## src/rtl/dict_load_pkg.sv

```systemverilog
// Shared types and constants for the dictionary load sequencer: FSM states,
// image word field offsets, bloom hash constant and the 41-bit table entry layout.
package dict_load_pkg;

    typedef enum logic [3:0] {
        IDLE,
        OCC_CLR,
        FETCH0,
        WAIT0,
        FETCH1,
        WAIT1,
        PLACE,
        BLM1,
        BLM2,
        BLM3,
        NEXT,
        FIN
    } dls_state_t;

    localparam int W0_HASH_LSB = 0;
    localparam int W0_CHAR_LSB = 16;
    localparam int W1_PTR_LSB  = 0;

    localparam logic [15:0] BLOOM_XOR_CONST = 16'h5A5A;

    typedef struct packed {
        logic        valid;
        logic [15:0] hash;
        logic [7:0]  char_code;
        logic [15:0] trans_ptr;
    } dict_entry_t;

    function automatic logic [15:0] sat_inc16(input logic [15:0] v);
        return (v == 16'hFFFF) ? v : v + 16'd1;
    endfunction

endpackage

```

## src/rtl/bucket_occ_ram.sv

```systemverilog
// Per-bucket occupancy counters: one asynchronous read port, one synchronous write port.
module bucket_occ_ram #(
    parameter int ADDR_BITS = 8,
    parameter int DATA_BITS = 3
) (
    input  logic                 clk,
    input  logic                 we,
    input  logic [ADDR_BITS-1:0] waddr,
    input  logic [DATA_BITS-1:0] wdata,
    input  logic [ADDR_BITS-1:0] raddr,
    output logic [DATA_BITS-1:0] rdata
);

    logic [DATA_BITS-1:0] mem [2**ADDR_BITS];

    always_ff @(posedge clk) begin
        if (we) begin
            mem[waddr] <= wdata;
        end
    end

    assign rdata = mem[raddr];

endmodule

```

## src/rtl/dict_load_sequencer.sv

```systemverilog
// Streams dictionary entries from memory into the hash table and bloom filter.
// Define DLS_TABLE_CLEAR_EN to also zero every table slot and bloom bit before loading.
module dict_load_sequencer
    import dict_load_pkg::*;
#(
    parameter int BLOOM_ADDR_BITS = 10,
    parameter int TABLE_ADDR_BITS = 8,
    parameter int CHAIN_DEPTH     = 4
) (
    input  logic        clk,
    input  logic        rst_n,
    input  logic        start,
    input  logic [23:0] base_addr,
    input  logic [15:0] entry_count,
    output logic        busy,
    output logic        done,
    output logic        overflow,
    output logic [15:0] entries_loaded,
    output logic [15:0] entries_dropped,
    output logic        lookup_hold,
    output logic        mem_rd,
    output logic [23:0] mem_addr,
    input  logic [31:0] mem_rdata,
    input  logic        mem_rvalid,
    output logic        dict_load_en,
    output logic [15:0] dict_load_addr,
    output logic [40:0] dict_load_data,
    output logic        bloom_load_en,
    output logic [15:0] bloom_load_addr,
    output logic        bloom_load_bit
);

    localparam int CD_BITS   = $clog2(CHAIN_DEPTH);
    localparam int OCC_W     = CD_BITS + 1;
    localparam int SLOT_BITS = TABLE_ADDR_BITS + CD_BITS;
    localparam int CLR_W     = (SLOT_BITS > BLOOM_ADDR_BITS) ? SLOT_BITS : BLOOM_ADDR_BITS;
    localparam logic [15:0] BLOOM_MASK = 16'((1 << BLOOM_ADDR_BITS) - 1);

    dls_state_t  state;
    logic [23:0] rd_ptr;
    logic [15:0] cnt_lat;
    logic [15:0] proc_cnt;
    logic [15:0] hash_q;
    logic [7:0]  char_q;
    logic [15:0] ptr_q;
    logic [CLR_W-1:0] clr_cnt;
`ifdef DLS_TABLE_CLEAR_EN
    logic        clr_bloom;
    localparam logic [CLR_W-1:0] CLR_SLOT_LAST  = CLR_W'((1 << SLOT_BITS) - 1);
    localparam logic [CLR_W-1:0] CLR_BLOOM_LAST = CLR_W'((1 << BLOOM_ADDR_BITS) - 1);
`else
    localparam logic [CLR_W-1:0] CLR_OCC_LAST   = CLR_W'((1 << TABLE_ADDR_BITS) - 1);
`endif

    logic                       occ_we;
    logic [TABLE_ADDR_BITS-1:0] occ_waddr;
    logic [OCC_W-1:0]           occ_wdata;
    logic [OCC_W-1:0]           occ_rdata;
    logic [TABLE_ADDR_BITS-1:0] bucket;
    logic                       occ_has_room;
    dict_entry_t                place_entry;
    logic [15:0]                hash_swap;
    logic [15:0]                hash_xor;
    logic                       unused_rdata;

    assign bucket       = hash_q[TABLE_ADDR_BITS-1:0];
    assign occ_has_room = occ_rdata < OCC_W'(CHAIN_DEPTH);
    assign place_entry  = '{valid: 1'b1, hash: hash_q, char_code: char_q, trans_ptr: ptr_q};
    assign hash_swap    = {hash_q[7:0], hash_q[15:8]};
    assign hash_xor     = hash_q ^ BLOOM_XOR_CONST;
    assign lookup_hold  = busy;
    assign unused_rdata = ^mem_rdata[31:24];

    // Occupancy writes: zeroing during the clear sweep, bump on a successful placement.
    always_comb begin
        occ_we    = 1'b0;
        occ_waddr = bucket;
        occ_wdata = occ_rdata + 1'b1;
        if (state == OCC_CLR) begin
`ifdef DLS_TABLE_CLEAR_EN
            occ_we    = !clr_bloom;
            occ_waddr = clr_cnt[SLOT_BITS-1:CD_BITS];
`else
            occ_we    = 1'b1;
            occ_waddr = clr_cnt[TABLE_ADDR_BITS-1:0];
`endif
            occ_wdata = '0;
        end else if (state == PLACE) begin
            occ_we = occ_has_room;
        end
    end

    bucket_occ_ram #(
        .ADDR_BITS (TABLE_ADDR_BITS),
        .DATA_BITS (OCC_W)
    ) u_occ (
        .clk   (clk),
        .we    (occ_we),
        .waddr (occ_waddr),
        .wdata (occ_wdata),
        .raddr (bucket),
        .rdata (occ_rdata)
    );

    always_ff @(posedge clk) begin
        if (!rst_n) begin
            state           <= IDLE;
            busy            <= 1'b0;
            done            <= 1'b0;
            overflow        <= 1'b0;
            entries_loaded  <= '0;
            entries_dropped <= '0;
            mem_rd          <= 1'b0;
            mem_addr        <= '0;
            dict_load_en    <= 1'b0;
            dict_load_addr  <= '0;
            dict_load_data  <= '0;
            bloom_load_en   <= 1'b0;
            bloom_load_addr <= '0;
            bloom_load_bit  <= 1'b0;
            rd_ptr          <= '0;
            cnt_lat         <= '0;
            proc_cnt        <= '0;
            hash_q          <= '0;
            char_q          <= '0;
            ptr_q           <= '0;
            clr_cnt         <= '0;
`ifdef DLS_TABLE_CLEAR_EN
            clr_bloom       <= 1'b0;
`endif
        end else begin
            mem_rd        <= 1'b0;
            dict_load_en  <= 1'b0;
            bloom_load_en <= 1'b0;
            done          <= 1'b0;
            unique case (state)
                IDLE: begin
                    if (start) begin
                        state           <= OCC_CLR;
                        busy            <= 1'b1;
                        overflow        <= 1'b0;
                        entries_loaded  <= '0;
                        entries_dropped <= '0;
                        proc_cnt        <= '0;
                        cnt_lat         <= entry_count;
                        rd_ptr          <= base_addr;
                        clr_cnt         <= '0;
`ifdef DLS_TABLE_CLEAR_EN
                        clr_bloom       <= 1'b0;
`endif
                    end
                end
                OCC_CLR: begin
`ifdef DLS_TABLE_CLEAR_EN
                    if (!clr_bloom) begin
                        dict_load_en   <= 1'b1;
                        dict_load_addr <= 16'(clr_cnt);
                        dict_load_data <= '0;
                        clr_cnt        <= (clr_cnt == CLR_SLOT_LAST) ? '0 : clr_cnt + 1'b1;
                        clr_bloom      <= (clr_cnt == CLR_SLOT_LAST);
                    end else begin
                        bloom_load_en   <= 1'b1;
                        bloom_load_addr <= 16'(clr_cnt);
                        bloom_load_bit  <= 1'b0;
                        if (clr_cnt == CLR_BLOOM_LAST) begin
                            clr_cnt   <= '0;
                            clr_bloom <= 1'b0;
                            state     <= (cnt_lat == 16'd0) ? FIN : FETCH0;
                        end else begin
                            clr_cnt <= clr_cnt + 1'b1;
                        end
                    end
`else
                    if (clr_cnt == CLR_OCC_LAST) begin
                        clr_cnt <= '0;
                        state   <= (cnt_lat == 16'd0) ? FIN : FETCH0;
                    end else begin
                        clr_cnt <= clr_cnt + 1'b1;
                    end
`endif
                end
                FETCH0: begin
                    mem_rd   <= 1'b1;
                    mem_addr <= rd_ptr;
                    rd_ptr   <= rd_ptr + 24'd1;
                    state    <= WAIT0;
                end
                WAIT0: begin
                    if (mem_rvalid) begin
                        hash_q <= mem_rdata[W0_HASH_LSB +: 16];
                        char_q <= mem_rdata[W0_CHAR_LSB +: 8];
                        state  <= FETCH1;
                    end
                end
                FETCH1: begin
                    mem_rd   <= 1'b1;
                    mem_addr <= rd_ptr;
                    rd_ptr   <= rd_ptr + 24'd1;
                    state    <= WAIT1;
                end
                WAIT1: begin
                    if (mem_rvalid) begin
                        ptr_q <= mem_rdata[W1_PTR_LSB +: 16];
                        state <= PLACE;
                    end
                end
                PLACE: begin
                    proc_cnt <= proc_cnt + 16'd1;
                    if (occ_has_room) begin
                        dict_load_en   <= 1'b1;
                        dict_load_addr <= 16'({bucket, occ_rdata[CD_BITS-1:0]});
                        dict_load_data <= place_entry;
                        entries_loaded <= sat_inc16(entries_loaded);
                        state          <= BLM1;
                    end else begin
                        entries_dropped <= sat_inc16(entries_dropped);
                        overflow        <= 1'b1;
                        state           <= NEXT;
                    end
                end
                BLM1: begin
                    bloom_load_en   <= 1'b1;
                    bloom_load_addr <= hash_q & BLOOM_MASK;
                    bloom_load_bit  <= 1'b1;
                    state           <= BLM2;
                end
                BLM2: begin
                    bloom_load_en   <= 1'b1;
                    bloom_load_addr <= hash_swap & BLOOM_MASK;
                    bloom_load_bit  <= 1'b1;
                    state           <= BLM3;
                end
                BLM3: begin
                    bloom_load_en   <= 1'b1;
                    bloom_load_addr <= hash_xor & BLOOM_MASK;
                    bloom_load_bit  <= 1'b1;
                    state           <= NEXT;
                end
                NEXT: begin
                    state <= (proc_cnt < cnt_lat) ? FETCH0 : FIN;
                end
                FIN: begin
                    done  <= 1'b1;
                    busy  <= 1'b0;
                    state <= IDLE;
                end
                default: state <= IDLE;
            endcase
        end
    end

endmodule

```

## config.mk

```make
export PLATFORM = sky130hd
export DESIGN_NAME = dict_load_sequencer
export DESIGN_NICKNAME = d
export VERILOG_FILES = /design/src/rtl/dict_load_pkg.sv /design/src/rtl/bucket_occ_ram.sv /design/src/rtl/dict_load_sequencer.sv
export SDC_FILE = /design/constraint.sdc
export NUM_CORES = 1
export LEC_CHECK = 0
export ABC_AREA = 1
export BUFFER_PORTS_ARGS = -buffer_cell sky130_fd_sc_hd__buf_2
export CORE_MARGIN = 10
export CORE_UTILIZATION = 30
export DETAILED_ROUTE_END_ITERATION = 8
export HOLD_SLACK_MARGIN = 0.15
export MAX_ROUTING_LAYER = met4
export PLACE_DENSITY = 0.55
export SYNTH_ARGS = -nofsm -noshare
export SYNTH_HDL_FRONTEND = slang
export SYNTH_SLANG_ARGS = --single-unit
```

## constraint.sdc

```tcl
create_clock -name clk -period 12.7 [get_ports clk]
set_input_delay 0 -clock clk [delete_from_list [all_inputs] [get_ports clk]]
set_output_delay 0 -clock clk [all_outputs]
set_load 0.02 [all_outputs]
```

==> results.json, run 1 <==
{
  "initial_core_util_pct": 30.2,
  "dpl_cell_area_um2": 44700,
  "postCtsSetupRepairBufs": 0,
  "cp_slowest_cell": "dfxtp_4",
  "top_layer": "met4",
  "rrSetupSlack_ps": 5500,
  "instances_no_fill": 6347,
  "worstReg2RegEnd": "u_occ.mem[177][2]",
  "ys_top_cells_by_count": "edfxtp_1 (768), nand2_1 (728), nor2_1 (675)",
  "p_per_area_nw_per_um2": 188,
  "synthFlopType": "edfxtp_1",
  "max-slew-margin-rel_pct": 21.7,
  "cts_hold_buf": 153,
  "fin_area_um2": 49700,
  "firstDrtPassIters": 6,
  "p_switching_mw": 2.84,
  "skew_ps": 47.9,
  "wl_met3_um": 7150,
  "status": "completed",
  "post-place-ws_ps": 5420,
  "maxSlewViolCount": 0,
  "internal_power_mw": 6.49,
  "cts_tree": "yes",
  "htreeDepth": 3,
  "cts_root_buffer": "clkbuf_16",
  "grt_antenna_before_repair": 0,
  "synth.most_common_cell": "edfxtp_1",
  "setup_ws_ps": 5500,
  "cts_resized": 0,
  "crit_path_cell_trace": "buf_4 > buf_4 > buf_4 > o21ai_0 > o22ai_1 > nand2_1 > nand3_1 > nand3_1 > a21oi_1 > o211ai_1 > nand2_1 > ha_1 > o21ai_0 > a21oi_4 > buf_4 > buf_12",
  "cp_max_fo": 162,
  "comb_power_share_pct": 18.6,
  "finalSetupTns_ps": 0,
  "core_area_um2": 140000,
  "post-dp-hpwl_um": 72000,
  "worst_slew_pin_slew_ps": 1170,
  "worst-path-buf-inv": 5,
  "crit_arrival_ps": 7580,
  "ys_warn_count": 0,
  "drt-wirelength-per-cell_um": 19.3,
  "synthTopCellsByArea": "edfxtp_1 (55%), dfxtp_1 (11%), nand2_1 (6.5%)",
  "grt_pass1_vias": 31147,
  "clk_pin_slew_ps": 60,
  "crit_top_cell": "buf_4",
  "grt.overflow.total": 0,
  "swShare_pct": 30.4,
  "power_mw": 9.33,
  "ios": 213,
  "rows": 137,
  "grt_pass1_wl_um": 187000,
  "avgSynthCellArea_um2": 10.1,
  "r2r_cells": 16,
  "clk_path_buf_depth": 3,
  "routed_via_density": 4.97,
  "pwr-share-clk_pct": 33.7,
  "synthCells": 4166,
  "synth-seq-cells": 1002,
  "io_buffer_count": 192,
  "max_stage_delay_ps": 820,
  "gp_congestion": 0.841,
  "met2_wirelength_um": 58900,
  "dieArea_um2": 156000,
  "layout-drive-gt1-share_pct": 9.62,
  "postRouteAntennaNets": 0,
  "synth_top_cell_by_area": "edfxtp_1",
  "synth-edff-count": 768,
  "n_antenna_cell": 0,
  "holdPathEnd": "cnt_lat[15]",
  "holdPathStages": 4,
  "dp.cells": 6004,
  "drcViolationCount": 0,
  "path_delay_family": "buffers and inverters",
  "dr.first_iter.drc_count": 2638,
  "grt_max_degree": 203,
  "area_growth_syn_to_layout_pct": 17.6,
  "fin_crit_ps": 7200,
  "max_freq_mhz": 139,
  "setup-violations-final": 0,
  "final_nets": 4483,
  "numClockSinks": 1002,
  "maxCapViolCount": 0,
  "synth_area_um2": 42200,
  "die_h_um": 395,
  "worst_hold_path_type": "in -> reg",
  "critical_path_class": "reg -> reg",
  "via_count": 31516,
  "power.share.sequential_pct": 47.8,
  "worstSetupEndpointType": "flip-flop",
  "min_from": "entry_count[15]",
  "cp-start-kind": "flip-flop",
  "synth_top_area_share_pct": 54.6,
  "cts_buffers": 103,
  "drt_wl_total_um": 123000,
  "fin_crit_sh_pct": 56.7,
  "ys_types": 48,
  "power.static_leakage_nw": 17.1,
  "max-vdd-ir-drop_uv": 273,
  "required_ps": 13070,
  "ys_seq_area_share_pct": 65.7,
  "track_usage_pct": 15.5,
  "fp.dieW_um": 395,
  "wirelength_met1_um": 53500,
  "async_flop_share_pct": 0,
  "clock_insertion_delay_worst_skew_ps": 720,
  "hold_viol": 0,
  "rsz0062_at_grt": "false"
}
metrics by stage:
stage | hold slack (ps) | util, %
after floorplan | 161 | -
after global placement | 276 | 32.0
after detailed placement | 279 | 32.0
after CTS | 157 | 35.6
after global routing | 215 | 35.6
final | 210 | 35.6
worst max path at each step:
stage / end / slack, ps / cells past startpoint
2_1_floorplan: u_occ.mem[0][2] / 2110 / 19
3_3_place_gp: u_occ.mem[194][2] / 5480 / 16
3_5_place_dp: u_occ.mem[244][2] / 5420 / 16
4_1_cts: u_occ.mem[210][2] / 5370 / 16
5_1_grt: u_occ.mem[177][2] / 4920 / 16
6_report: u_occ.mem[177][2] / 5500 / 16
worst register-to-register path, cell delays in order, from the launching register on:
cell,delay [ps]
dfxtp_4,820
buf_4,680
buf_4,690
buf_4,710
o21ai_0,270
o22ai_1,210
nand2_1,70
nand3_1,160
nand3_1,180
a21oi_1,290
o211ai_1,190
nand2_1,270
ha_1,290
o21ai_0,170
a21oi_4,380
buf_4,750
buf_12,600
cell families after synthesis:
kind of cell,after synthesis,share of synthesized area [%]
buffers and inverters,449,4.74
XOR/XNOR,21,0.436
other,1,0.00888
adder cells (fa/ha/maj),21,0.622
flip-flops,1002,65.7
AND/OR/NAND/NOR,1897,18.5
AO/OA/AOI/OAI,775,9.94
metal layers:
metal / GRT usage [%] / up-vias
met5: - / -
met4: 4.48 / 0
met3: 2.39 / 192
met2: 25.7 / 972
met1: 19.6 / 15394
li1: - / 14958
cell type report:
type / count / area (um2)
fillers: 14015 / 90000
repair buffers: 398 / 2920
inverters: 155 / 603
multi-input cells: 2726 / 12600
flip-flops and latches: 1002 / 27800
clock inverters: 57 / 714
well taps: 1876 / 2350
clock buffers: 133 / 2780
sequential cells by signal, indices dropped and copies added (netlist names), named ones only:
name,flops
u_occ.mem,768
dict_load_data,41
mem_addr,24
rd_ptr,24
cnt_lat,16
entries_dropped,16
entries_loaded,16
hash_q,16
proc_cnt,16
ptr_q,16
bloom_load_addr,10
clr_cnt,10
char_q,8
state,4
dict_load_addr,2
bloom_load_bit,1
bloom_load_en,1
busy,1
dict_load_en,1
done,1
mem_rd,1
overflow,1
cell usage in the layout (no fill, tap or decap), types with 141 or more instances in the layout:
cell,count
inv_1,141
buf_2,192
a21oi_1,194
nand3_1,436
o21ai_0,382
dlygate4sd3_1,153
dfxtp_1,230
nor2_1,672
edfxtp_1,768
nand2_1,728
power by group through the flow:
stage	clock network [mW]	registers, mW	logic, mW
2_1_floorplan	0	4.78	0.913
3_3_place_gp	0	4.52	1.71
3_5_place_dp	0	4.52	1.72
4_1_cts	3.20	4.45	1.76
5_1_grt	3.33	4.47	1.91
6_report	3.14	4.46	1.73
Note: power is estimated with default switching activity, not from simulation.
==> run 2: changes to the inputs <==
clock period = 7.3 ns   (was 12.7 ns; I/O delays follow)
==> run 2 against run 1 <==
  * Clock power rose by 63%
  * First-iteration DRC count rose by 3.1%
  * Wire length fell by 0.80%
  * Die area did not move
  * Flip-flop and latch count did not move
  * Register-to-register slack got worse by 3500 ps
  * Non-clock buffer count did not move
  * Utilization fell by 0.10 points
  * Sequential power rose by 73%
  * Via count fell by 0.23%
==> results.json, run 2 (synthesis results as in run 1) <==
{
  "clk_pin_slew_ps": 60,
  "mostFrequentLayoutCells": "edfxtp_1 (768), nand2_1 (728), nor2_1 (672)",
  "rows": 137,
  "fin_crit_sh_pct": 73.2,
  "postCtsSetupRepairBufs": 0,
  "max-slew-margin-rel_pct": 23.3,
  "p_per_area_nw_per_um2": 323,
  "drcViolationCount": 0,
  "cp_slowest_cell": "nand2_1",
  "post-dp-hpwl_um": 71800,
  "grt_antenna_before_repair": 0,
  "worst-path-buf-inv": 2,
  "setup_ws_ps": 1950,
  "cp_max_fo": 148,
  "fin_crit_ps": 5350,
  "crit_top_cell": "nand3_1",
  "power_mw": 16.0,
  "via_count": 31444,
  "htreeDepth": 3,
  "dr.first_iter.drc_count": 2719,
  "n_antenna_cell": 0,
  "path_delay_family": "simple AND/OR/NAND/NOR gates",
  "initial_core_util_pct": 30.2,
  "largest_reg_flops": 768,
  "worst_hold_path_type": "in -> reg",
  "skew_ps": 45.1,
  "maxCapViolCount": 0,
  "postRouteAntennaNets": 0,
  "r2r_cells": 15,
  "grt_pass1_wl_um": 187000,
  "grt.overflow.total": 0,
  "fin_area_um2": 49500,
  "maxSlewViolCount": 0,
  "hold_viol": 0,
  "max_stage_delay_ps": 800,
  "critical_path_class": "reg -> reg",
  "cts_tree": "yes",
  "routed_via_density": 4.95,
  "required_ps": 7650,
  "grt_max_degree": 193,
  "clock_insertion_delay_worst_skew_ps": 730,
  "min_from": "base_addr[14]",
  "fp.dieW_um": 395,
  "drt-wirelength-per-cell_um": 19.2,
  "power.static_leakage_nw": 17.0,
  "worstSetupEndpointType": "flip-flop",
  "gp_congestion": 0.850,
  "max_freq_mhz": 187,
  "cts_buffers": 102,
  "area_growth_syn_to_layout_pct": 17.3,
  "track_usage_pct": 15.4,
  "cts_hold_buf": 145,
  "crit_arrival_ps": 5700,
  "die_h_um": 395,
  "final_nets": 4482,
  "cts_root_buffer": "clkbuf_16",
  "top_register": "u_occ.mem",
  "drt_wl_total_um": 122000,
  "rsz0062_at_grt": "false",
  "grt_pass1_vias": 31166,
  "cts_resized": 0,
  "holdPathStages": 5,
  "crit_path_cell_trace": "clkinv_8 > buf_4 > nand2_1 > nand3_1 > nand3_1 > nand3_1 > nand3_1 > nand2_1 > nand2_1 > nand3_1 > nand3_1 > nand3_2 > nand2_2 > nand2_1 > nor2_1",
  "dpl_cell_area_um2": 44800,
  "max-vdd-ir-drop_uv": 365,
  "setup-violations-final": 0,
  "clk_path_buf_depth": 3,
  "final_common_cell": "edfxtp_1",
  "cp-start-kind": "flip-flop",
  "dieArea_um2": 156000,
  "numClockSinks": 1002,
  "post-place-ws_ps": 1990,
  "fin_util_pct": 35.5,
  "firstDrtPassIters": 6,
  "finalSetupTns_ps": 0,
  "status": "completed",
  "core_area_um2": 140000,
  "reg.largest.list": "u_occ.mem x768, dict_load_data x41",
  "worst_slew_pin_slew_ps": 1150,
  "ios": 213,
  "layout-drive-gt1-share_pct": 9.59,
  "path_depth": 15,
  "io_buffer_count": 192
}
[run 2: cell types whose count changed in the layout (fill, tap and decap cells not counted), moves of 4 or more]
cell and change:
bufinv_16 -8, clkinv_1 +4, clkinvlp_4 -5, buf_12 +9
dlygate4sd3_1 -8, clkinv_2 +4, clkbuf_1 +6
[run 2: path summary, 6_finish.rpt]
check / slack (ps) / end
min: 210 / rd_ptr[14]
max reg2reg: 1950 / u_occ.mem[63][2]
min reg2reg: 460 / char_q[3]
max: 1950 / u_occ.mem[63][2]
[run 2: final cells by class]
cell class	instances	area, um2
clock buffer	138	2780
tap	1876	2350
multi-input combinational	2726	12600
clock inverter	53	478
fill	13991	90200
timing repair buffer	398	3010
inverter	155	603
sequential	1002	27800
[run 2: metal layers]
layer | routed length (um) | global-route usage, % | part of all wire, % | up-vias
met3 | 7720 | 2.56 | 6.3 | 161
li1 | - | - | - | 14975
met4 | 2960 | 4.32 | 2.4 | 0
met5 | 0 | - | 0 | -
met1 | 53100 | 19.9 | 44 | 15347
met2 | 57800 | 25.0 | 48 | 961
[run 2: worst reg2reg max path, stage by stage (launching register included)]
cell and delay, ps:
dfxtp_4 740, clkinv_8 650, buf_4 480, nand2_1 90, nand3_1 90, nand3_1 110, nand3_1 160, nand3_1 160
nand2_1 130, nand2_1 90, nand3_1 70, nand3_1 250, nand3_2 220, nand2_2 410, nand2_1 800, nor2_1 530
[run 2: stage by stage]
stage / hold slack (ps) / cells
2_1_floorplan: 161 / 4177
3_3_place_gp: 273 / 6012
3_5_place_dp: 280 / 6012
4_1_cts: 154 / 6348
5_1_grt: 200 / 6348
6_report: 208 / 6348
[run 2: where the power goes]
part | internal, mW | switching [mW]
clock network | 2.86 | 2.25
registers | 7.59 | 0.128
logic | 0.609 | 2.54
total | 11.1 | 4.93
